`config.mk`:
```
export PLATFORM = sky130hd
export DESIGN_NAME = lsu_mem_ctrl
export DESIGN_NICKNAME = d
export VERILOG_FILES = /design/src/rtl/lsu_mem_ctrl.sv
export SDC_FILE = /design/constraint.sdc
export NUM_CORES = 1
export LEC_CHECK = 0
export BUFFER_PORTS_ARGS = -buffer_cell sky130_fd_sc_hd__buf_2
export CORE_MARGIN = 4
export CORE_UTILIZATION = 45
export CTS_BUF_LIST = sky130_fd_sc_hd__clkbuf_8 sky130_fd_sc_hd__clkbuf_16
export CTS_CLUSTER_DIAMETER = 40
export DETAILED_ROUTE_END_ITERATION = 12
export GPL_ROUTABILITY_DRIVEN = 0
export PLACE_DENSITY = 0.75
export SLEW_MARGIN = 10
export SYNTH_ARGS = -nofsm -noshare
export SYNTH_HDL_FRONTEND = slang
export SYNTH_SLANG_ARGS = --single-unit
```
`constraint.sdc`:
```
create_clock -name clk -period 3.1 [get_ports clk]
set_input_delay 0.62 -clock clk [delete_from_list [all_inputs] [get_ports clk]]
set_output_delay 0.62 -clock clk [all_outputs]
set_load 0.1 [all_outputs]
```
`src/rtl/lsu_mem_ctrl.sv`:
```
// Load/store unit to single-port memory bus bridge: sizes, aligns and extends accesses.
// Optional trap on misaligned half/word accesses when LSU_MISALIGN_TRAP_EN is defined.
module lsu_mem_ctrl (
  input  logic        clk,
  input  logic        rst,
  input  logic        load,
  input  logic        store,
  input  logic [2:0]  funct3,
  input  logic [31:0] addr,
  input  logic [31:0] wdata,
  output logic        valid,
  output logic [31:0] rdata,
  output logic        busy,
  output logic        mem_req,
  output logic        mem_we,
  output logic [31:0] mem_addr,
  output logic [31:0] mem_wdata,
  output logic [3:0]  mem_wstrb,
  input  logic        mem_ack,
`ifdef LSU_MISALIGN_TRAP_EN
  output logic        misalign,
`endif
  input  logic [31:0] mem_rdata
);

  typedef enum logic [1:0] {
    IDLE = 2'd0,
    BUSY = 2'd1,
    DONE = 2'd2
  } state_t;

  state_t      state;
  state_t      next_state;
  logic [1:0]  req_off;
  logic [2:0]  req_f3;
  logic        trap;
  logic [31:0] st_wdata;
  logic [3:0]  st_wstrb;
  logic [7:0]  lane_byte;
  logic [15:0] lane_half;
  logic [31:0] ld_data;

  assign mem_req = (state == BUSY);
  assign busy    = (state != IDLE);
  assign valid   = (state == DONE);

  // Misaligned accesses are only detected when the trap feature is built in.
  always_comb begin
    trap = 1'b0;
`ifdef LSU_MISALIGN_TRAP_EN
    if (load) begin
      if (funct3 == 3'b001 || funct3 == 3'b101)
        trap = addr[0];
      else if (funct3 != 3'b000 && funct3 != 3'b100)
        trap = |addr[1:0];
    end else if (store) begin
      if (funct3 == 3'b001)
        trap = addr[0];
      else if (funct3 != 3'b000)
        trap = |addr[1:0];
    end
`endif
  end

  always_comb begin
    st_wdata = wdata;
    st_wstrb = 4'b1111;
    case (funct3)
      3'b000: begin
        st_wdata = {4{wdata[7:0]}};
        st_wstrb = 4'b0001 << addr[1:0];
      end
      3'b001: begin
        st_wdata = {2{wdata[15:0]}};
        st_wstrb = addr[1] ? 4'b1100 : 4'b0011;
      end
      default: ;
    endcase
  end

  always_comb begin
    lane_byte = mem_rdata[7:0];
    case (req_off)
      2'd1:    lane_byte = mem_rdata[15:8];
      2'd2:    lane_byte = mem_rdata[23:16];
      2'd3:    lane_byte = mem_rdata[31:24];
      default: lane_byte = mem_rdata[7:0];
    endcase
    lane_half = req_off[1] ? mem_rdata[31:16] : mem_rdata[15:0];
    case (req_f3)
      3'b000:  ld_data = {{24{lane_byte[7]}}, lane_byte};
      3'b001:  ld_data = {{16{lane_half[15]}}, lane_half};
      3'b100:  ld_data = {24'h000000, lane_byte};
      3'b101:  ld_data = {16'h0000, lane_half};
      default: ld_data = mem_rdata;
    endcase
  end

  always_ff @(posedge clk or negedge rst) begin
    if (!rst)
      state <= IDLE;
    else
      state <= next_state;
  end

  always_comb begin
    next_state = state;
    case (state)
      IDLE: begin
        if (load || store) begin
          if (trap)
            next_state = load ? DONE : IDLE;
          else
            next_state = BUSY;
        end
      end
      BUSY: begin
        if (mem_ack)
          next_state = mem_we ? IDLE : DONE;
      end
      DONE:    next_state = IDLE;
      default: next_state = IDLE;
    endcase
  end

  // Bus fields are captured once in IDLE so they stay frozen for the whole BUSY phase.
  always_ff @(posedge clk or negedge rst) begin
    if (!rst) begin
      req_off   <= 2'd0;
      req_f3    <= 3'd0;
      mem_we    <= 1'b0;
      mem_addr  <= 32'h0;
      mem_wdata <= 32'h0;
      mem_wstrb <= 4'h0;
      rdata     <= 32'h0;
    end else begin
      case (state)
        IDLE: begin
          if (load || store) begin
            req_off  <= addr[1:0];
            req_f3   <= funct3;
            mem_addr <= {addr[31:2], 2'b00};
            mem_we   <= !load;
            if (load) begin
              mem_wdata <= 32'h0;
              mem_wstrb <= 4'h0;
              if (trap)
                rdata <= 32'h0;
            end else begin
              mem_wdata <= st_wdata;
              mem_wstrb <= st_wstrb;
            end
          end
        end
        BUSY: begin
          if (mem_ack && !mem_we)
            rdata <= ld_data;
        end
        default: ;
      endcase
    end
  end

`ifdef LSU_MISALIGN_TRAP_EN
  always_ff @(posedge clk or negedge rst) begin
    if (!rst)
      misalign <= 1'b0;
    else
      misalign <= (state == IDLE) && (load || store) && trap;
  end
`endif

endmodule

```
==> out/qor.yml, run 1 <==
outcome:
  status: "finished, final reports clean"
route:
  viasPerCell: 5.24
  drt_pass1_iterations: 4
  drt-initial-drc-count: 236
  drt-total-wl_mm: 13.2
  drc: 0
  drtAntennaViolNets: 0
  wl_per_cell_um: 16.5
  num_vias: 4199
floorplanning:
  die_h_um: 114
  start_util_pct: 46.4
  die_area_um2: 13000
  coreArea_um2: 10900
  rows: 38
  die_x_um: 114
  ios: 208
clock_tree:
  cts_buffers: 9
  clkSinkCount: 106
  ctsResizeCount: 0
  ctsHoldBuffers: 0
  post_cts_buffers: 0
  cts_tree: "yes"
  path_clk_slew_ns: 0.07
  cts_max_level: 3
  clk_latency_ns: 0.34
  cts_root_buf: "clkbuf_16"
  cts_buffer_depth: 2
global_routing:
  grt_pass1_wl_mm: 21.7
  grt_start_max_net_pins: 59
  antenna_found_initial: 0
  grt_pass1_vias: 4318
  grt_overflow: 0
  track_usage_pct: 20.6
layout:
  n_fill_cell: 935
  antenna_cells: 0
  layout_commonest_cell: "buf_2"
  area_growth_syn_to_layout_pct: 27.5
  stdcell_count: 801
  final_core_util_pct: 59.1
  final_cell_mix: "buf_2, dfrtp_1, nand2_1"
  drive_above_1_share_pct: 41.5
  final_net_count: 760
synth:
  syn_inst: 469
  synth-async-reset-ratio_pct: 100
  synth-seq-cells: 106
  seq_area_frac_synth_pct: 52.3
  yosysWarnings: 0
  netlist_area_um2: 5070
  synth_ff_type: "dfrtp_1"
  synth.distinct_cells: 43
  synth_edf_count: 0
  avgSynthCellArea_um2: 10.8
timing:
  layout_min_cycle_time_ns: 2.15
  tns_ns: 0
  finalSetupViolations: 0
  post-route-period-util_pct: 69.2
  finalHoldViolations: 0
  fin_skew_ns: 0.0102
  rsz0062_at_grt: "no"
  max_freq_mhz: 466
  setup_ws_ns: 0.954
  report.final.slew_viol_count: 0
  tightestPinTransition_ns: 0.910
  slew_headroom_pct: 39.3
placed_design:
  pre_cts_ws_ns: 0.690
  dp_hpwl_mm: 9.73
  place_inst: 785
  io_buffers: 205
worst_setup_path:
  crit_required_ns: 3.27
  worstSetupPathType: "flip-flop to flip-flop"
  r2r_start: "req_off[1]"
  start_kind: "flip-flop"
  cp_cell_sequence: "nand2b_1 -> nand3b_1 -> o211ai_2 -> nand3_1"
  cp-startpoint: "req_off[1]"
  cp_num_buf_inv: 0
  endpoint_kind: "flip-flop"
  crit_family: "flip-flops"
  critical-path-max-stage-delay_ns: 0.93
  arrival_ns: 2.32
  crit_slowest_cell: "dfrtp_1"
  path_max_fanout: 28
min_path:
  hold_class: "primary input to async pin"
run:
  max_cap_violations: 0
## area by class of cell
type,count,area (um^2),share of cell area [%]
flip-flops and latches,106,2650,41.0
multi-input cells,324,2200,34.0
repair buffers,212,1110,17.1
clock buffers,9,225,3.48
well taps,140,175,2.71
clock inverters,7,93.8,1.45
inverters,3,11.3,0.174
## sequential cells by signal, indices dropped and copies added (netlist names)
signal     count
mem_wdata     32
rdata         32
mem_addr      30
mem_wstrb      4
req_f3         3
req_off        2
state          2
mem_we         1
## cells by family (layout without fill, tap and decap cells)
family | after synthesis | after routing | synth area share (%)
AND/OR/NAND/NOR | 166 | 166 | 15.8
multiplexers | 68 | 68 | 16.8
buffers and inverters | 40 | 231 | 4.54
flip-flops | 106 | 106 | 52.3
AO/OA/AOI/OAI | 88 | 88 | 10.4
other | 1 | 2 | 0.0740
## cell usage after synthesis (12+ instances only)
master	count	share of area, %
a21oi_1	16	1.6
buf_2	16	1.6
dfrtp_1	106	52
mux2_4	32	9.5
mux2i_1	27	5.3
nand2_1	75	5.6
nand2b_1	12	1.5
nand3_1	32	3.2
nor2_1	17	1.3
o21ai_0	18	1.8
o21ai_1	31	3.1
## stage by stage
step                      hold slack, ns  cell area [um^2]
final                              0.314              6460
after global routing               0.367              6460
after CTS                          0.342              6460
after detailed placement           0.472              6150
after global placement             0.464              6150
after floorplan                    0.324              5070
## worst paths after layout
path / cells past startpoint / end / slack, ns
max: 4 / rdata[30] / 0.95
min: 1 / mem_addr[24] / 0.31
max reg2reg: 4 / rdata[30] / 0.95
min reg2reg: 2 / mem_wdata[24] / 0.48
max in group asynchronous: 2 / mem_addr[2] / 2.04
min in group clk: 2 / mem_wdata[24] / 0.48
## per-layer routing
layer  part of all wire [%]  global-route usage [%]
met5                      0                       0
met2                     47                    32.2
met4                    2.7                    7.84
met1                     41                    27.7
met3                    8.9                    5.29
Power of run 1 is not shown: default switching activity piles up to over one toggle a cycle in this logic, so the estimate is an artifact.
==> inputs of run 2 (changes only) <==
==> constraint.sdc (replaced) <==
create_clock -name clk -period 2.16 [get_ports clk]
set_input_delay 0.432 -clock clk [delete_from_list [all_inputs] [get_ports clk]]
set_output_delay 0.432 -clock clk [all_outputs]
set_load 0.1 [all_outputs]
==> run 2 against run 1 <==
  * Sequential cell count unchanged
  * Via count increased by 1.0%
  * Critical endpoint is now mem_req
  * Global-route usage increased by 0.18 points
  * Hold slack got worse by 0.28 ns
  * First-iteration DRC count increased by 34%
  * Critical path type is now flip-flop to output pin
  * Die area unchanged
  * Critical path depth decreased by 1
  * Core utilization increased by 0.46 points
  * Clock skew decreased by 0.0032 ns
  * Non-clock buffer count increased by 6
==> out/qor.yml, run 2 (synthesized netlist as in run 1, its figures left out) <==
placed_design:
  dp_hpwl_mm: 9.92
  io_buffers: 205
clock_tree:
  ctsResizeCount: 0
  cts_max_level: 3
  cts_buffer_depth: 2
  cts_buffers: 9
  post_cts_buffers: 0
  cts_tree: "yes"
  clk_latency_ns: 0.34
  clkSinkCount: 106
  path_clk_slew_ns: 0.07
  ctsHoldBuffers: 0
  cts_root_buf: "clkbuf_16"
route:
  viasPerCell: 5.26
  drtAntennaViolNets: 0
  drt-total-wl_mm: 13.4
  drt-initial-drc-count: 316
  num_vias: 4243
  wl_per_cell_um: 16.6
  drc: 0
  drt_pass1_iterations: 5
floorplanning:
  coreArea_um2: 10900
  die_x_um: 114
  die_h_um: 114
  ios: 208
  rows: 38
  die_area_um2: 13000
  start_util_pct: 46.4
worst_setup_path:
  cp-startpoint: "state[1]"
  crit_required_ns: 1.73
  worst_r2r_endpoint: "rdata[22]"
  r2r_start: "mem_we"
  start_kind: "flip-flop"
  endpoint_kind: "output pin"
  worst-r2r-cell-count: 5
  arrival_ns: 1.36
  worstSetupPathType: "flip-flop to output pin"
  path_max_fanout: 4
  r2r_setup_slack_ns: 0.38
  crit_end: "mem_req"
min_path:
  hold_class: "primary input to async pin"
layout:
  layout_commonest_cell: "buf_2"
  antenna_cells: 0
  final_net_count: 766
  drive_above_1_share_pct: 42.2
  area_growth_syn_to_layout_pct: 28.5
  reg_top3: "mem_wdata x32, rdata x32, mem_addr x30"
  n_fill_cell: 959
  final_cell_mix: "buf_2, dfrtp_1, nand2_1"
global_routing:
  grt_overflow: 0
  grt_pass1_wl_mm: 21.9
  track_usage_pct: 20.8
  grt_pass1_vias: 4277
  antenna_found_initial: 0
  grt_start_max_net_pins: 51
timing:
  post-route-period-util_pct: 83.1
  finalHoldViolations: 0
  whs_ns: 0.0319
  tns_ns: 0
  fin_skew_ns: 0.00704
  slew_headroom_pct: 56.6
  report.final.slew_viol_count: 0
  finalSetupViolations: 0
  tightestPinTransition_ns: 0.648
  max_freq_mhz: 557
  layout_min_cycle_time_ns: 1.79
  rsz0062_at_grt: "no"
run:
  max_cap_violations: 0
outcome:
  status: "finished, final reports clean"
[run 2: area by class of cell]
type                    count  area, um^2  area share, %
well taps                 140         175           2.69
flip-flops and latches    106        2650           40.7
clock inverters             6        58.8          0.903
repair buffers            218        1190           18.2
inverters                   3        11.3          0.173
multi-input cells         324        2200           33.8
clock buffers               9         225           3.46
[run 2: worst min path at each step]
stage               slack (ns)           end
finish                    0.03  mem_addr[22]
global route              0.06  mem_addr[22]
CTS                       0.04  mem_addr[22]
detailed placement        0.41  mem_addr[22]
global placement          0.40  mem_addr[22]
floorplan                 0.14  mem_addr[10]
[run 2: metal layers]
layer	track usage [%]	wire length [um]	vias up
li1	-	-	2010
met1	28.5	5750	2032
met2	32.4	6230	182
met3	4.76	1170	19
met4	7.60	222	0
met5	0	0	-
[run 2: worst max-delay path: stages (launching register included)]
cell and delay, ns:
dfrtp_1 0.40, nand2b_1 0.16, inv_1 0.05, buf_2 0.42
[run 2: stage by stage]
| step | worst slack (ns) | utilization (%) | cells | area, um^2 |
|---|---|---|---|---|
| floorplan | 0.0871 | - | 470 | 5070 |
| global placement | 0.489 | 57.0 | 791 | 6230 |
| detailed placement | 0.369 | 57.0 | 791 | 6230 |
| CTS | 0.344 | 59.6 | 806 | 6520 |
| global route | 0.256 | 59.6 | 806 | 6520 |
| finish | 0.365 | 59.6 | 806 | 6520 |
Power of run 2 is left out for the same reason.
